File: src/rtl/sw_input_port.sv
// Switch input port: synchronises and debounces the SW[8] strobe, captures the
// SW[7:0] byte on each accepted press and holds it for the core until acknowledged.
module sw_input_port #(
  parameter int DATA_W          = 8,
  parameter int DEBOUNCE_CYCLES = 4
) (
  input  logic              fastclk,
  input  logic              reset,
  input  logic [DATA_W-1:0] sw_data,
  input  logic              sw_strobe,
  input  logic              rd_ack,
  output logic [DATA_W-1:0] rd_data,
  output logic              rd_valid,
  output logic              overrun
);

  localparam int CNT_W = $clog2(DEBOUNCE_CYCLES) + 1;
  localparam logic [CNT_W-1:0] CNT_MAX = CNT_W'(DEBOUNCE_CYCLES - 1);

  typedef enum logic [1:0] {
    IDLE,
    FULL,
    WAIT_REL
  } state_t;

  logic [DATA_W-1:0] data_s1, data_s2;
  logic              strobe_s1, strobe_s2;
  logic              db;
  logic [CNT_W-1:0]  cnt;
  state_t            state, next_state;
  logic              db_next;
  logic              press;
  logic              capture;
  logic              set_overrun;

  // Two-flop synchronisers for every switch input.
  // NOTE: sequential state is always assigned with <= so every flop samples
  // pre-edge values regardless of statement order.
  always_ff @(posedge fastclk) begin
    if (reset) begin
      data_s1   <= '0;
      data_s2   <= '0;
      strobe_s1 <= 1'b0;
      strobe_s2 <= 1'b0;
    end else begin
      data_s1   <= sw_data;
      data_s2   <= data_s1;
      strobe_s1 <= sw_strobe;
      strobe_s2 <= strobe_s1;
    end
  end

  // Debounce: the accepted level only follows s2 after it has disagreed for
  // DEBOUNCE_CYCLES consecutive cycles; cnt never exceeds CNT_MAX.
  always_ff @(posedge fastclk) begin
    if (reset) begin
      db  <= 1'b0;
      cnt <= '0;
    end else if (strobe_s2 == db) begin
      cnt <= '0;
    end else if (cnt == CNT_MAX) begin
      db  <= strobe_s2;
      cnt <= '0;
    end else begin
      cnt <= cnt + CNT_W'(1);
    end
  end

  // Press and the post-edge debounced level are decoded combinationally so the
  // FSM reacts on the very edge db changes.
  assign db_next = (strobe_s2 != db && cnt == CNT_MAX) ? strobe_s2 : db;
  assign press   = !db && db_next;

  // NOTE: every always_comb output gets a default first so no path can leave a
  // signal unassigned and infer a latch.
  always_comb begin
    next_state  = state;
    capture     = 1'b0;
    set_overrun = 1'b0;
    unique case (state)
      IDLE: begin
        if (press) begin
          next_state = FULL;
          capture    = 1'b1;
        end
      end
      FULL: begin
        // Ack takes priority; a press on the same edge is simply dropped.
        if (rd_ack) begin
          next_state = db_next ? WAIT_REL : IDLE;
        end else if (press) begin
          set_overrun = 1'b1;
        end
      end
      WAIT_REL: begin
        if (!db_next) begin
          next_state = IDLE;
        end
      end
      default: next_state = IDLE;
    endcase
  end

  always_ff @(posedge fastclk) begin
    if (reset) begin
      state   <= IDLE;
      rd_data <= '0;
      overrun <= 1'b0;
    end else begin
      state <= next_state;
      if (capture) begin
        rd_data <= data_s2;
      end
      if (set_overrun) begin
        overrun <= 1'b1;
      end
    end
  end

  assign rd_valid = (state == FULL);

endmodule

File: config.mk
export PLATFORM = sky130hd
export DESIGN_NAME = sw_input_port
export DESIGN_NICKNAME = d
export VERILOG_FILES = /design/src/rtl/sw_input_port.sv
export SDC_FILE = /design/constraint.sdc
export NUM_CORES = 1
export LEC_CHECK = 0
export CAP_MARGIN = 10
export CORE_MARGIN = 2
export CORE_UTILIZATION = 42
export DETAILED_ROUTE_END_ITERATION = 8
export PLACE_DENSITY = 0.68
export SLEW_MARGIN = 30
export SYNTH_ARGS = -nofsm -noshare
export SYNTH_HDL_FRONTEND = slang
export SYNTH_SLANG_ARGS = --single-unit
File: constraint.sdc
create_clock -name fastclk -period 1.4 [get_ports fastclk]
set_input_delay 0.28 -clock fastclk [delete_from_list [all_inputs] [get_ports fastclk]]
set_output_delay 0.28 -clock fastclk [all_outputs]
set_load 0.02 [all_outputs]
==> run_results.csv, run 1 <==
group,metric,value,unit
status,status,"finished clean",
critical_path,cp_max_fo,2,
die,core_area,0.00252,mm²
power_and_ir_drop,total_power,0.00159,W
power_and_ir_drop,combPwrFrac,5.4,%
synth,seq_area_frac_synth,58.5,%
clock_tree,cts_made_buffers,5,
clock_tree,tritoncts,"yes",
synth,yosysTopAreaCell,"dfxtp_1",
placement,dp_hpwl,1.19,mm
synth,synth_area,0.00113,mm²
synth,yosysTopAreaCellShare,58.5,%
min_path,min_path_type,"reg -> reg",
finish,drive_gt1_share,20.9,%
grt,antenna_found_initial,0,
timing,drv_slew,0,
timing,fin_crit,1370,ps
power_and_ir_drop,p_sw,0.000329,W
finish,syn_to_final_growth,35.5,%
critical_path,required,1680,ps
placement,gp_congestion,0.700,
clock_tree,cts_sinks,33,
routing,routed_wirelength,1.86,mm
die,rows,18,
critical_path,cp_data_arrival_time,1660,ps
routing,wire_per_inst,11.3,µm
clock_tree,htree_levels,2,
synth,synthAdderAreaFrac,2.21,%
timing,tightest_slew,244,ps
clock_tree,clockBufferDepth,2,
min_path,hold_path_depth,1,
timing,period_share,98.1,%
power_and_ir_drop,power_leakage,0.620,nW
synth,ys_types,20,
synth,yosys.area_share.simple,25.8,%
grt,grt-ovfl-total,0,
timing,hold_ws,436,ps
power_and_ir_drop,p_int,0.00126,W
clock_tree,clk_latency,340,ps
synth,yosys_warnings,0,
timing,rsz0062_at_grt,"true",
synth,syn_avg_cell_area,11.1,µm²
critical_path,r2r_setup_slack,30,ps
finish,postLayoutCoreUtil,60.7,%
die,die-width,55.9,µm
placement,place.port_buffers,21,
power_and_ir_drop,p_per_area,1040,mW/mm²
routing,drt_iter0_drc,3,
die,die_h,55.9,µm
placement,dpl-instance-area,0.00142,mm²
synth,yosys.area_share.xor_xnor,0.775,%
routing,drc,0,
synth,synthTopCellsByArea,"dfxtp_1 (58%), nor2b_1 (11%), nand2b_1 (9.4%)",
synth,muxShareOfSynthArea,7.09,%
power_and_ir_drop,p_clk_share,33.6,%
synth,synthCells,102,
grt,grtUsageTotal,13.5,%
timing,max_freq,728,MHz
critical_path,end_kind,"register",
grt,grt_start_max_net_pins,18,
critical_path,rr_startpoint,"cnt[0]",
synth,ys_ff_latch,33,
routing,via_count,729,
critical_path,reg2reg_depth,6,
synth,syn_nets,116,
power_and_ir_drop,seq_power_share,61.1,%
power_and_ir_drop,ir_drop,0.606,mV
grt,grt_first_pass_wirelength,2.98,mm
routing,viasPerCell,4.45,
finish,antenna_cells,0,
critical_path,critPathLaunchType,"register",
die,initial_utilization,44.8,%
clock_tree,holdBufCountCts,0,
timing,timing.setup.tns,0,ps
synth,synth_top_family_by_area,"simple AND/OR/NAND/NOR gates",
timing,skew,11.6,ps
die,die_area,0.00312,mm²
critical_path,critPathLaunch,"cnt[0]",
finish,design_area,0.00153,mm²
grt,grt_pass1_vias,662,
finish,final_nets,148,
timing,slew-limit-headroom,83.6,%
timing,finalHoldViolCount,0,
min_path,min-delay-start,"cnt[0]",
routing,dr.pass1.iters,4,
die,io_pins,22,
critical_path,setup.worst_path.class,"reg -> reg",
power_and_ir_drop,p_sw_share,20.8,%
routing,antenna_left,0,
synth,synth-compound-area-share,2.55,%
clock_tree,root_buffer,"clkbuf_4",
timing,finalSetupViolCount,0,
flow_run,maxCapViolCount,0,
clock_tree,clk_pin_slew,100,ps
worst max-delay path, cell delays in order, from the launching register on:
cell	delay [ps]
dfxtp_2	360
ha_4	140
ha_4	150
nand2_4	60
buf_4	140
or3b_1	360
a21oi_2	130
stage by stage:
step                      cells  setup WS, ps
final                       164          27.0
after CTS                   164         -43.7
after floorplan             102           111
after global routing        164         -21.2
after global placement      154         -47.9
after detailed placement    154          -111
power groups by stage:
stage,clock network [W],logic [W],registers [W]
after floorplan,0,0.0000395,0.000989
after global placement,0,0.0000820,0.000990
after detailed placement,0,0.0000843,0.000991
after CTS,0.000555,0.0000849,0.000970
after global routing,0.000588,0.0000921,0.000973
final,0.000533,0.0000851,0.000970
kinds of logic (layout without fill, tap and decap cells):
family | count (synthesis) | count (layout)
AND/OR/NAND/NOR | 46 | 46
flip-flops | 33 | 33
multiplexers | 8 | 8
buffers and inverters | 8 | 40
AO/OA/AOI/OAI | 4 | 4
adder cells (fa/ha/maj) | 2 | 2
XOR/XNOR | 1 | 1
worst paths after layout:
path / end
hold reg to reg: cnt[0]
setup / recovery: overrun
setup reg to reg: overrun
hold / removal: cnt[0]
synthesized netlist by cell type (all sizes together):
cell type,instances
dfxtp,33
nor2b,19
nand2b,17
mux2i,8
clkbuf,4
a21oi,3
inv,3
nor2,3
and2b,2
ha,2
buf,1
nand2,1
nor3b,1
nor4,1
o21ba,1
or3,1
or3b,1
xnor2,1
metal layers:
| metal | global-route usage (%) | wire [µm] | vias to the layer above |
|---|---|---|---|
| met5 | 0 | 0 | - |
| met4 | 10.2 | 62 | 0 |
| met3 | 7.91 | 130 | 6 |
| met2 | 19.0 | 835 | 20 |
| met1 | 14.7 | 833 | 320 |
| li1 | - | - | 383 |
timing repair:
item,4_1_cts,5_1_grt
pin swaps,3,1
setup endpoints to repair,18,14
gates resized for setup,22,2
setup buffers,3,0
registers in the layout, summed over array words and instances, names as in the netlist:
| signal | count |
|---|---|
| overrun | 1 |
| rd_data | 8 |
| strobe_s2 | 1 |
| data_s2 | 8 |
| data_s1 | 8 |
| cnt | 3 |
| strobe_s1 | 1 |
| db | 1 |
| state | 2 |
cells in the final DEF, fill, tap and decap left out:
master,count
mux2i_1,8
and2b_2,2
nor4_4,1
buf_4,7
dfxtp_1,31
buf_12,1
clkbuf_8,1
dlygate4sd2_1,9
clkbuf_4,5
xnor2_1,1
clkdlybuf4s50_1,11
a21oi_2,1
or3_4,1
nor2_1,3
nor2b_1,19
nand2b_1,17
nand2_4,1
a21oi_1,2
nor3b_2,1
buf_2,1
o21ba_2,1
buf_6,1
dfxtp_2,2
clkbuf_1,1
ha_4,2
inv_1,3
or3b_1,1
final cells by class:
type,instances,area (µm²)
Clock buffer,7,55.1
Fill cell,227,991
Timing Repair Buffer,30,278
Tap cell,30,37.5
Sequential cell,33,663
Inverter,3,11.3
Multi-Input combinational cell,61,487
Note: power is estimated with default switching activity, not from simulation.
==> run 2: changes to the inputs <==
--- a/config.mk
+++ b/config.mk
@@ -5,6 +5,7 @@
 export SDC_FILE = /design/constraint.sdc
 export NUM_CORES = 1
 export LEC_CHECK = 0
+export ABC_CLOCK_PERIOD_IN_PS = 1400
 export CAP_MARGIN = 10
 export CORE_MARGIN = 2
 export CORE_UTILIZATION = 42
==> results of run 2 <==
No change in the layout: final DEF, timing and power equal those of run 1.
==> run 3: changes to the inputs <==
--- a/config.mk
+++ b/config.mk
@@ -11,7 +11,7 @@
 export CORE_UTILIZATION = 42
 export DETAILED_ROUTE_END_ITERATION = 8
 export PLACE_DENSITY = 0.68
-export SLEW_MARGIN = 30
+export SLEW_MARGIN = 20
 export SYNTH_ARGS = -nofsm -noshare
 export SYNTH_HDL_FRONTEND = slang
 export SYNTH_SLANG_ARGS = --single-unit
==> results of run 3 <==
No change in the layout: final DEF, timing and power equal those of run 1.
==> patch 1 (flow settings as in run 2) <==
Encoding of `state_t`: now one-hot (3 bits for 3 states).
--- a/src/rtl/sw_input_port.sv
+++ b/src/rtl/sw_input_port.sv
@@ -17,10 +17,10 @@
   localparam int CNT_W = $clog2(DEBOUNCE_CYCLES) + 1;
   localparam logic [CNT_W-1:0] CNT_MAX = CNT_W'(DEBOUNCE_CYCLES - 1);
 
-  typedef enum logic [1:0] {
-    IDLE,
-    FULL,
-    WAIT_REL
+  typedef enum logic [2:0] {
+    IDLE     = 3'b001,
+    FULL     = 3'b010,
+    WAIT_REL = 3'b100
   } state_t;
 
   logic [DATA_W-1:0] data_s1, data_s2;
Function: same outputs for any inputs over 10 cycles, from zero or initial values and one cycle with reset high; not proved beyond that.
==> patch 1 against run 2 <==
Synthesized area up 5.2%; cell area up 8.2%; global-route usage down 0.11 points; worst setup slack worse by 20 ps; routed wire length up 9.5%; cell count up 9.1%; sequential share of layout area down 2.1 points; sequential cell count up 1.
Power is not compared: it rests on default switching activity, and its combinational part moved more than twofold at a synthesized area within 25%.
==> patch 1: results (changes against run 2) <==
layout net count: 161 (+8.8%)
Total Routing Usage GR: 13.4% (-0.11 points)
CP max FO: 4 (+2)
dpl hpwl: 1500 µm (+26%)
GPL Wtd Cong: 0.778 (+11%)
register area share after synthesis: 57.3% (-1.2 points)
largest net degree at the start of global routing: 21 (+3)
Post-Synth XOR/XNOR Area: 0.737% (-0.038 points)
post-synthesis mux area share: 0.842% (-6.2 points)
status: finished, final reports clean
Initial DRC Count: 12 (+9)
Yosys cell types: 30 (+50%)
clock latency on the worst-skew pair: 320 ps (-20 ps)
vias in the first global route: 765 (+16%)
first-pass GRT wire length: 3310 µm (+11%)
vias per std cell: 4.91 (+10%)
Slew @ Worst Pin: 302 ps (+58.4 ps)
pre-CTS setup slack: -159 ps (-48.7 ps)
syn nets: 129 (+11%)
Synth Area in Adders: 2.11% (-0.11 points)
met3 usage: 5.44% (-2.5 points)
M2 GR Usage: 23.5% (+4.4 points)
share of layout cells above drive strength 1: 23.6% (+2.8 points)
dpl cell area: 0.00149 mm² (+5.0%)
Compound-Gate Fraction of Synth Area: 11.7% (+9.1 points)
met1 Track Usage GR: 14.8% (+0.097 points)
Area contributors post-synth: dfxtp_1, nor2b_1, a21oi_1, nand3_1, o21ai_1
fillcell total: 228 (+0.44%)
top cell type's share of synthesized area: 57.3% (-1.2 points)
[patch 1: final cells by class]
type                            count  area, µm²  area share [%]
Sequential cell                    34        683            41.2
Tap cell                           31       38.8            2.34
Inverter                            3       11.3           0.680
Clock buffer                        7       45.0            2.72
Timing Repair Buffer               32        305            18.4
Multi-Input combinational cell     71        543            32.8
Clock inverter                      1       30.0            1.81
[patch 1: what timing repair did]
| action | CTS | global route |
|---|---|---|
| buffers inserted | 2 | 0 |
| pin swaps | 4 | 4 |
| endpoints found under the setup margin | 20 | 11 |
| gates resized for setup | 26 | 7 |
| cloned | 0 | 0 |
[patch 1: worst paths after layout]
| kind | start | to | slack [ps] | cells after the start |
|---|---|---|---|---|
| worst max-delay path | cnt[0] | state[2] | 7 | 5 |
| worst min register to register | data_s1[4] | data_s2[4] | 440 | 1 |
| worst max register to register | cnt[0] | state[2] | 7 | 5 |
| worst min-delay path | data_s1[4] | data_s2[4] | 440 | 1 |
[patch 1: critical path: stages (launching register included)]
cell     delay [ps]
dfxtp_2         340
ha_4            160
ha_4            170
mux2i_4         190
o32ai_2         300
and3_1          180
[patch 1: metal layers]
metal  vias to the layer above  wire length, µm
li1                        453                -
met1                       395              803
met2                        31             1090
met3                         0              149
met4                         0                0
met5                         -                0
[patch 1: stage by stage]
stage,setup TNS (ps),instances,total power (µW)
2_1_floorplan,0,115,1550
6_report,0,179,2400
4_1_cts,-22.9,179,2410
3_3_place_gp,-418,169,1680
5_1_grt,-239,179,2520
3_5_place_dp,-1060,169,1700
[patch 1: kinds of logic (layout without fill, tap and decap cells)]
group	after synthesis	count (layout)
AOI/OAI and AO/OA	24	24
xor gates and xnor gates	1	1
adders and majority gates	2	2
buffers and inverters	10	43
DFF	34	34
muxes	1	1
and+or+nand+nor	43	43
==> patch 2 (config.mk and constraints of run 2) <==
Made on the original files. Set the parameter `DATA_W` to 10 (it was 8).
--- a/src/rtl/sw_input_port.sv
+++ b/src/rtl/sw_input_port.sv
@@ -1,7 +1,7 @@
 // Switch input port: synchronises and debounces the SW[8] strobe, captures the
 // SW[7:0] byte on each accepted press and holds it for the core until acknowledged.
 module sw_input_port #(
-  parameter int DATA_W          = 8,
+  parameter int DATA_W          = 10,
   parameter int DEBOUNCE_CYCLES = 4
 ) (
   input  logic              fastclk,
Ports: changed (resized rd_data and sw_data); port bits go from 22 to 26. The function was not compared with the original's and may differ.
==> patch 2 against run 2 <==
Combinational power rose by 19%; cell area grew 18%; sequential cell count rose by 6; worst setup slack better by 43 ps; total power grew 27%; global-route usage is 0.29 points higher; synthesized area rose by 17%; routed wire length increased by 8.9%; largest cell class unchanged; highest routed layer unchanged.
==> patch 2: results (changes against run 2) <==
syn nets: 135 (+16%)
Initial DRC Count: 7 (+4)
first-pass GRT wire length: 3490 µm (+17%)
Total Routing Usage GR: 13.8% (+0.29 points)
Post-Synth XOR/XNOR Area: 0.662% (-0.11 points)
layout net count: 171 (+16%)
Cell Count, Final, Fillers Out: 200 (+22%)
GPL Wtd Cong: 0.750 (+7.1%)
Port Buffer Count: 25 (+19%)
Setup Skew: 8.29 ps (-3.35 ps)
largest net degree at the start of global routing: 14 (-4)
Yosys cell types: 19 (-5.0%)
routed wire length per instance: 10.1 µm (-11%)
Vias: 860 (+18%)
fillcell total: 254 (+12%)
placed cells: 189 (+23%)
LEAKAGE: 0.000725 µW (+17%)
Slew @ Worst Pin: 244 ps (+0.549 ps)
CP Data Arrival Time: 1610 ps (-50 ps)
CTS root buf: clkbuf_4
register area share after synthesis: 59.0% (+0.51 points)
Post-synth ARST share: 0% (unchanged)
Compound-Gate Fraction of Synth Area: 1.89% (-0.66 points)
Syn Area/Cell: 11.1 µm² (+0.43%)
status: finished, final reports clean
share of layout cells above drive strength 1: 17.9% (-2.9 points)
worst vdd ir: 0.860 mV (+42%)
Synth top cells by count: dfxtp_1, nor2b_1, nand2b_1
Area contributors post-synth: dfxtp_1, nor2b_1, nand2b_1, mux2i_1, ha_1
post-synthesis mux area share: 7.56% (+0.47 points)
worst hold start: data_s1[1]
dpl hpwl: 1450 µm (+22%)
CP max FO: 5 (+3)
==> patch 2: cell types whose count changed in the layout (fill, tap and decap cells not counted), sizes merged, moves of 2 or more <==
| cell | change |
|---|---|
| dfxtp | +6 |
| nor2b | +5 |
| nand2b | +4 |
| clkdlybuf4s50 | +2 |
| mux2i | +2 |
==> patch 2: logic make-up after synthesis <==
kind of cell	Yosys count
XOR/XNOR	1
AO/OA/AOI/OAI	4
adder cells (fa/ha/maj)	2
buffers and inverters	9
flip-flops	39
AND/OR/NAND/NOR	54
multiplexers	10
==> patch 2: power by group <==
part | internal (µW) | switching [µW]
Clock | 422 | 348
Sequential | 1140 | 7.77
Combinational | 69.9 | 31.0
==> patch 2: per-layer routing <==
metal	up-vias	share of wire, %	GRT usage [%]
met1	389	46	16.1
met2	21	47	21.6
met3	4	5.1	5.84
met4	0	2.1	6.67
li1	446	-	-
met5	-	0	0
==> patch 2: timing repair <==
| item | CTS | global route |
|---|---|---|
| setup endpoints to repair | 23 | 12 |
| gates cloned | 1 | 0 |
| setup buffers | 2 | 1 |
| pin swaps | 0 | 0 |
| hold buffers | 0 | 0 |
| gates resized for setup | 26 | 4 |
==> patch 2: through the flow <==
step	util (%)	power (µW)	instance area (µm²)	setup WS (ps)
final	59.6	2020	1810	69.7
after global routing	59.6	2100	1810	-58.4
after CTS	59.4	2050	1800	20.0
after detailed placement	55.0	1270	1670	-122
after global placement	55.0	1270	1670	-34.1
after floorplan	-	1220	1320	70.4
==> patch 2: final cells by class <==
| cell class | instances | area (µm²) | area share [%] |
|---|---|---|---|
| sequential | 39 | 783 | 43.4 |
| tap | 44 | 55.1 | 3.05 |
| clock buffer | 6 | 51.3 | 2.84 |
| clock inverter | 2 | 35.0 | 1.94 |
| timing repair buffer | 35 | 324 | 17.9 |
| inverter | 3 | 11.3 | 0.624 |
| multi-input combinational | 71 | 546 | 30.2 |
==> patch 2: final timing paths <==
path / cells after the start / slack, ps / end
worst max-delay path: 6 / 70 / rd_data[4]
worst min-delay path: 1 / 430 / data_s2[1]
worst max register to register: 6 / 70 / rd_data[4]
worst min register to register: 1 / 430 / data_s2[1]
==> patch 2: critical path: stages, from the launching register on <==
cell     delay (ps)
dfxtp_2         370
ha_4            140
ha_4            140
nand2_4          60
nor4_4          180
buf_4           210
mux2i_1         170
